**config.mk**
```make
export PLATFORM = sky130hd
export DESIGN_NAME = fifo_push_arbiter
export DESIGN_NICKNAME = d
export VERILOG_FILES = /design/src/rtl/fifo_push_arbiter_pkg.sv /design/src/rtl/fifo_push_arbiter_rr_pick.sv /design/src/rtl/fifo_push_arbiter.sv
export SDC_FILE = /design/constraint.sdc
export NUM_CORES = 1
export LEC_CHECK = 0
export BUFFER_PORTS_ARGS = -buffer_cell sky130_fd_sc_hd__buf_2
export CAP_MARGIN = 25
export CORE_MARGIN = 2
export CORE_UTILIZATION = 35
export CTS_CLUSTER_SIZE = 25
export DETAILED_ROUTE_END_ITERATION = 12
export MAX_ROUTING_LAYER = met4
export PLACE_DENSITY_LB_ADDON = 0.25
export SYNTH_ARGS = -nofsm -noshare
export SYNTH_HDL_FRONTEND = slang
export SYNTH_SLANG_ARGS = --single-unit
export TNS_END_PERCENT = 50
```
**constraint.sdc**
```tcl
create_clock -name clk -period 8 [get_ports clk]
set_input_delay 0.8 -clock clk [delete_from_list [all_inputs] [get_ports clk]]
set_output_delay 0.8 -clock clk [all_outputs]
set_load 0.005 [all_outputs]
```
**src/rtl/fifo_push_arbiter_pkg.sv**
```systemverilog
// Shared defaults for the arbiter and its FIFO, plus a clog2 helper usable in
// parameter expressions.
package fifo_push_arbiter_pkg;

  localparam int DATA_WIDTH_DEF = 16;
  localparam int MEM_DEPTH_DEF  = 8;

  function automatic int clog2(input int value);
    int r = 0;
    while ((1 << r) < value) r++;
    return r;
  endfunction

endpackage

```
**src/rtl/fifo_push_arbiter_rr_pick.sv**
```systemverilog
// Combinational rotate-priority picker that finds the first set bit of elig,
// scanning from ptr+1 upward with wrap-around.
module fifo_push_arbiter_rr_pick
  import fifo_push_arbiter_pkg::*;
#(
  parameter int NUM_REQ = 4,
  localparam int IDX_W  = clog2(NUM_REQ)
) (
  input  logic [NUM_REQ-1:0] elig,
  input  logic [IDX_W-1:0]   ptr,
  output logic [NUM_REQ-1:0] winner,
  output logic [IDX_W-1:0]   winner_idx,
  output logic               any
);

  logic [IDX_W-1:0] cand;

  // Scan from lowest to highest priority so the last hit is the winner.
  always_comb begin
    winner     = '0;
    winner_idx = '0;
    any        = 1'b0;
    cand       = '0;
    for (int i = NUM_REQ; i >= 1; i--) begin
      cand = IDX_W'((int'(ptr) + i) % NUM_REQ);
      if (elig[cand]) begin
        winner       = '0;
        winner[cand] = 1'b1;
        winner_idx   = cand;
        any          = 1'b1;
      end
    end
  end

endmodule

```
**src/rtl/fifo_push_arbiter.sv**
```systemverilog
// Round-robin arbiter for a shared FIFO push port, with registered push/data (one cycle after the decision).
// Local occupancy counts any push in flight, so a push can never overflow the FIFO.
module fifo_push_arbiter
  import fifo_push_arbiter_pkg::*;
#(
  parameter int DATA_WIDTH = DATA_WIDTH_DEF,
  parameter int MEM_DEPTH  = MEM_DEPTH_DEF,
  parameter int NUM_REQ    = 4,
  localparam int OCC_W     = clog2(MEM_DEPTH + 1),
  localparam int IDX_W     = clog2(NUM_REQ)
) (
  input  logic                          clk,
  input  logic                          reset,
  input  logic                          enable,
  input  logic [NUM_REQ-1:0]            req,
  input  logic [NUM_REQ*DATA_WIDTH-1:0] req_data,
  input  logic                          fifo_pop,
  input  logic                          fifo_full,
  output logic [NUM_REQ-1:0]            grant,
  output logic                          fifo_push,
  output logic [DATA_WIDTH-1:0]         fifo_data,
  output logic [OCC_W-1:0]              occupancy,
  output logic                          overflow_err
);

  localparam logic [OCC_W:0] DEPTH_L = (OCC_W + 1)'(MEM_DEPTH);

  logic [NUM_REQ-1:0]    elig;
  logic [NUM_REQ-1:0]    win_onehot;
  logic [IDX_W-1:0]      win_idx;
  logic [IDX_W-1:0]      ptr;
  logic                  win_any;
  logic [OCC_W:0]        occ_sum;
  logic                  space;
  logic                  take;
  logic                  pop_ok;
  logic [DATA_WIDTH-1:0] words [NUM_REQ];

  for (genvar g = 0; g < NUM_REQ; g++) begin : g_words
    assign words[g] = req_data[g*DATA_WIDTH +: DATA_WIDTH];
  end

  // The producer being granted this cycle still holds its old word, so it is masked.
  assign elig = req & ~grant;

  // Count the push in flight, but not a pop in the same cycle.
  assign occ_sum = {1'b0, occupancy} + (OCC_W + 1)'(fifo_push);
  assign space   = (occ_sum < DEPTH_L);
  assign take    = enable & space & win_any;
  assign pop_ok  = fifo_pop && (occupancy != '0);

  fifo_push_arbiter_rr_pick #(
    .NUM_REQ(NUM_REQ)
  ) u_pick (
    .elig      (elig),
    .ptr       (ptr),
    .winner    (win_onehot),
    .winner_idx(win_idx),
    .any       (win_any)
  );

  always_ff @(posedge clk or negedge reset) begin
    if (!reset) begin
      grant     <= '0;
      fifo_push <= 1'b0;
      fifo_data <= '0;
      ptr       <= IDX_W'(NUM_REQ - 1);
    end else if (take) begin
      grant     <= win_onehot;
      fifo_push <= 1'b1;
      fifo_data <= words[win_idx];
      ptr       <= win_idx;
    end else begin
      grant     <= '0;
      fifo_push <= 1'b0;
    end
  end

  always_ff @(posedge clk or negedge reset) begin
    if (!reset) begin
      occupancy <= '0;
    end else begin
      occupancy <= occupancy + OCC_W'(fifo_push) - OCC_W'(pop_ok);
    end
  end

  always_ff @(posedge clk or negedge reset) begin
    if (!reset) begin
      overflow_err <= 1'b0;
    end else if (fifo_push && fifo_full) begin
      overflow_err <= 1'b1;
    end
  end

endmodule

```
# After elaboration in Yosys (flattened, before gate mapping)
# Cells that the tools add are included.
[totals]
output_inout_bits = 26
reg_bits = 28
word_cells = 68
[classes]
n_addsub = 7
mux = 33
n_reduce_logical = 7
bitwise = 5
order_cmp = 10
[op_table]
columns = ["operator", "n"]
rows = [
  ["$bmux 16 s2", 1],
  ["$mux 16", 2],
  ["$mux 4", 5],
  ["$mux 1", 13],
  ["$lt 2x3->1 const B", 4],
  ["$bmux 1 s2", 4],
  ["$demux 1 s2", 4],
  ["$ge 2x1->1 const B", 4],
  ["$mux 2", 4],
  ["$logic_and 1x1->1", 6],
  ["$add 4x1->5", 1],
  ["$lt 5x4->1 const B", 1],
  ["$add 2x1->2 const B", 2],
  ["$add 2x2->2 const B", 2],
  ["$add 4x1->4", 1],
  ["$and 4x4->4", 1],
  ["$not 4->4", 1],
  ["$reduce_bool 4->1", 1],
  ["$sub 4x1->4", 1],
  ["$ge 3x3->1 const B", 1],
  ["$not 2->3", 1],
  ["$and 1x1->1", 2],
]

# Logic depth before layout (Yosys ltp)
[depth]
word_depth = 12
mapped_depth = 10
mapped_depth_nobuf = 9

# Cells and area by module
# From an unflattened synthesis, not the netlist that was laid out.
[unflattened]
hier_cells = 174
area_unflattened_um2 = 2185.8
[modules_own_cells]
columns = ["module", "cells_each", "seq_area_each_um2", "instances", "area_each_um2"]
rows = [
  ["fifo_push_arbiter", 104, 703.2, 1, 1632.8],
  ["fifo_push_arbiter_rr_pick", 70, 0.0, 1, 553.0],
]

# Least setup slack after synthesis
# Ideal clock, no wire load.
[synth_path]
path_type = "in2reg"
startpoint = "input port req[3]"
endpoint = "register fifo_data[10]"
required_time_ns = 7.877
setup_slack_ns = 5.393
arrival_ns = 2.484
path_stages = 7
path_buffers = 1
cell_sequence = "nor2b_1 > mux4_2 > a211oi_4 > a21oi_4 > buf_6 > mux2_4 > o221a_1"
[synth_between]
elab_chain_len = 11
word_cells_on_any_way = 22
classes_between = "19 x mux; 3 x bitwise"
[synth_lines]
columns = ["item", "line", "source"]
rows = [
  ["start, declared", "fifo_push_arbiter.sv:15", "input logic [NUM_REQ-1:0] req,"],
  ["$and 4x4->4 *", "fifo_push_arbiter.sv:44", "assign elig = req & ~grant;"],
  ["$bmux 1 s2", "fifo_push_arbiter_rr_pick.sv:26", "if (elig[cand]) begin"],
  ["$mux 1 (not written as such)", "fifo_push_arbiter_rr_pick.sv:26", ""],
  ["$mux 2 (4 in a row)", "fifo_push_arbiter_rr_pick.sv:26", ""],
  ["$not 2->3 (not written as such)", "fifo_push_arbiter.sv:71", "fifo_data <= words[win_idx];"],
  ["$bmux 16 s2", "fifo_push_arbiter.sv:71", ""],
  ["$mux 16 (not written as such) (2 in a row)", "fifo_push_arbiter.sv:71", ""],
  ["end signal, assigned", "fifo_push_arbiter.sv:71", ""],
  ["end, declared", "fifo_push_arbiter.sv:21", "output logic [DATA_WIDTH-1:0] fifo_data,"],
]
# Every way passes the cells marked *; elsewhere a longest branch is shown, timed or not. The select of a mux whose other input is x is not followed.
# A chain may end at the register's enable or synchronous reset.

# Worst setup path after layout
[layout_path]
startpoint = "register ptr[0]"
endpoint = "register fifo_data[0]"
[layout_between]
elab_chain_len = 11
word_cells_on_any_way = 25
classes_between = "4 x add/sub; 19 x mux; 2 x bitwise"
[layout_lines]
columns = ["item", "line", "source"]
rows = [
  ["start, declared", "fifo_push_arbiter.sv:31", "logic [IDX_W-1:0] ptr;"],
  ["start signal, assigned", "fifo_push_arbiter.sv:67", "ptr <= IDX_W'(NUM_REQ - 1);"],
  ["start signal, assigned", "fifo_push_arbiter.sv:72", "ptr <= win_idx;"],
  ["$add 2x1->2", "fifo_push_arbiter_rr_pick.sv:25", "cand = IDX_W'((int'(ptr) + i) % NUM_REQ);"],
  ["$bmux 1 s2", "fifo_push_arbiter_rr_pick.sv:26", ""],
  ["$mux 1 (not written as such)", "fifo_push_arbiter_rr_pick.sv:26", ""],
  ["$mux 2 (4 in a row)", "fifo_push_arbiter_rr_pick.sv:26", ""],
  ["$not 2->3 (not written as such)", "fifo_push_arbiter.sv:71", ""],
  ["$bmux 16 s2", "fifo_push_arbiter.sv:71", ""],
  ["$mux 16 (not written as such) (2 in a row)", "fifo_push_arbiter.sv:71", ""],
]
# Several ways; a longest one is shown, not always the timed one. The select of a mux whose other input is x is not followed.

==> run metrics <==
outcome completed; setup TNS 0 ns; DR vias 1954; CP Max Fanout 34; Crit Path Class reg -> reg; NetSw 510.7 uW; Chip Height 83.14 um; Int Pwr 636.2 uW; design area around 0.0028 mm^2; Initial Utilization 36.59%; Worst VDD drop 0.0002077 V; Yosys cell types 41; Max-Cap Viols 0; n_diodes 0; clock sink count 28; relative slew slack 37.96%; Synth top area share 29.68%; GR Util met3 around 3.7%; gr ovfl total 0; PostCTS Resize Cnt 0; Startpoint Class flip-flop; PwrDens between 400 and 500 mW/mm^2; Post-route DRC 0; DP Wirelength 4081 um; proportion of layout cells with a drive suffix above 1 46.31%; most common cell after layout, fill and taps aside buf_2; synth warn 0; Total Power 1147 uW; Yosys reg bits 28; router iterations before antenna repair 4; Hold Worst Slack 0.4604 ns; Fmax achieved 0.3262 GHz; Avg Vias per Cell 5.239; Hold WC Path Type reg -> reg; period utilisation layout a little under two fifths; postcts setup bufs 0; post-synthesis net count 290; largest net degree at the start of global routing 35; IO Port Bufs 98; max-slew violation count 0; highest-count cells in the layout ignoring fill and taps buf_2, nor3_1, dfrtp_1; clk buf depth 2; H-tree depth 1; top cells by area, synth dfrtp_1, mux2_4, mux2i_1; GP Congestion about 0.87; worst slew pin tran 0.9306 ns; Routed wire per std cell between 10 and 15 um; Tot GR Track Use 16.81%; switching part of the total power between 40% and 50%; Setup Skew 0.006243 ns; fin cells 373; core area approximately 0.006 mm^2; CTS clk-pin slew, worst paths around 0.10 ns; sequential share of power 23.9%; arrival time worst endpoint ~3.2 ns; die area 0.006912 mm^2; first-pass GRT wire length 9349 um; Post-Place Cells 369; clk_lat worst skew 0.28 ns; leading area contributor after synthesis dfrtp_1; initial antenna violation count 0; met1 global-route usage 22.43%; dpl cell area ~0.0028 mm^2; clock network fraction of total power 7.0%; logic gate share of total power 69.1%; synthesized area per cell 10.69 um^2; Worst EP required ~8 ns; Fin. Hold Viols 0; I/O pin count 99; Pleak 0.001347 uW; Layout Area Growth over Synthesis 28.37%; Synth Instances 205; clock period minus worst slack 3.065 ns; final-stage net count 384; hold buffers post-CTS 0; total wire length 5587 um; Root Driver clkbuf_8; Inserted Clock Buffers 3; vias in the first global route 1929; sequential fraction of the synthesis area 32.08%; TritonCTS clock tree done; CP endpoint kind flip-flop; Post-DRT Antenna Nets 0; DR iter-0 viols 62; RSZ-0062 raised after global routing false; synthesized area approximately 0.0022 mm^2; final setup vio count 0; routing usage on met2 between 20% and 30%; Most Crowded Layer GR met2; die width 83.14 um; Rows 28
## sequential cells by signal, indices dropped and copies added (netlist names)
| signal | flops |
|---|---|
| fifo_data | 16 |
| grant | 4 |
| occupancy | 4 |
| ptr | 2 |
| fifo_push | 1 |
| overflow_err | 1 |
## cell type report
type	count	area (um^2)
inverter	9	36.28
multi-input combinational	155	1415
timing repair buffer	102	520.5
sequential	28	703.2
fill	575	3177
tap	75	93.84
clock buffer	4	45.04
## cells in the mapped netlist
cell type   n
o221ai_1    4
o221a_1    13
a31oi_1     7
clkbuf_1    9
o31ai_1     1
mux2_4     13
or3_1       1
o311ai_1    1
dfstp_2     2
a211o_1     1
mux4_2      4
and2_1      1
o211a_1     1
mux2_2      3
nor2b_1     4
dfrtp_1    26
fa_1        1
and2b_1     1
a21oi_4     1
nand3_1     1
nand2b_4    1
and4_1      1
ha_1       11
o22ai_1     1
a21boi_1    1
nand4_1     1
xor2_1      2
inv_1       8
nand2b_1    4
a211oi_4    1
a21o_1      2
a22o_1      1
inv_4       1
nor2_1      3
nand2_1    11
o221a_2     3
o21ai_0     2
nor3_1     33
a21oi_1     2
buf_6       4
mux2i_1    17
## power groups by stage
stage               Sequential, uW  Combinational, uW  Clock [uW]
floorplan                      269                620           0
global placement               277                785           0
detailed placement             276                802           0
CTS                            275                803        86.2
global route                   287                868        91.2
finish                         274                793        80.6
## metal layers
layer  routed length, um  part of all wire (%)  up-vias
li1                    -                     -      967
met1                2655                    48      901
met2                2506                    45       81
met3                 375                   6.7        5
met4                  49                  0.88        0
met5                   0                     0        -
## path summary, 6_finish.rpt
path | from | end | slack (ns) | depth (start not counted)
min in group asynchronous | reset | fifo_data[11] | 0.53 | 1
worst min-delay path | overflow_err | overflow_err | 0.46 | 1
worst min register to register | overflow_err | overflow_err | 0.46 | 1
worst max-delay path | ptr[0] | fifo_data[0] | 4.93 | 7
worst max register to register | ptr[0] | fifo_data[0] | 4.93 | 7
max in group asynchronous | reset | occupancy[0] | 7.04 | 1
## metrics by stage
stage	utilization [%]	setup slack (ns)
after floorplan	-	5.393
after global placement	46.22	4.942
after detailed placement	46.22	4.896
after CTS	46.97	4.903
after global routing	46.97	4.749
final	46.97	4.935
## cells by family (layout without fill, tap and decap cells)
logic type                 after synthesis  after routing  synth area share (%)
and+or+nand+nor                         62             62                 14.67
AOI/OAI and AO/OA                       42             42                 17.69
muxes                                   37             37                 22.32
DFF                                     28             28                 32.08
buffers and inverters                   22            115                 5.251
adders and majority gates               12             12                 7.192
xor gates and xnor gates                 2              2                0.7992
## worst max-delay path, cell delays in order (launching register included)
cell     delay (ns)
dfstp_2        0.67
inv_4          0.09
ha_1           0.40
or3_1          0.42
a31oi_4        0.74
o31ai_2        0.14
buf_4          0.24
o221a_2        0.25
No activity file was read; power rests on OpenSTA's default activity.
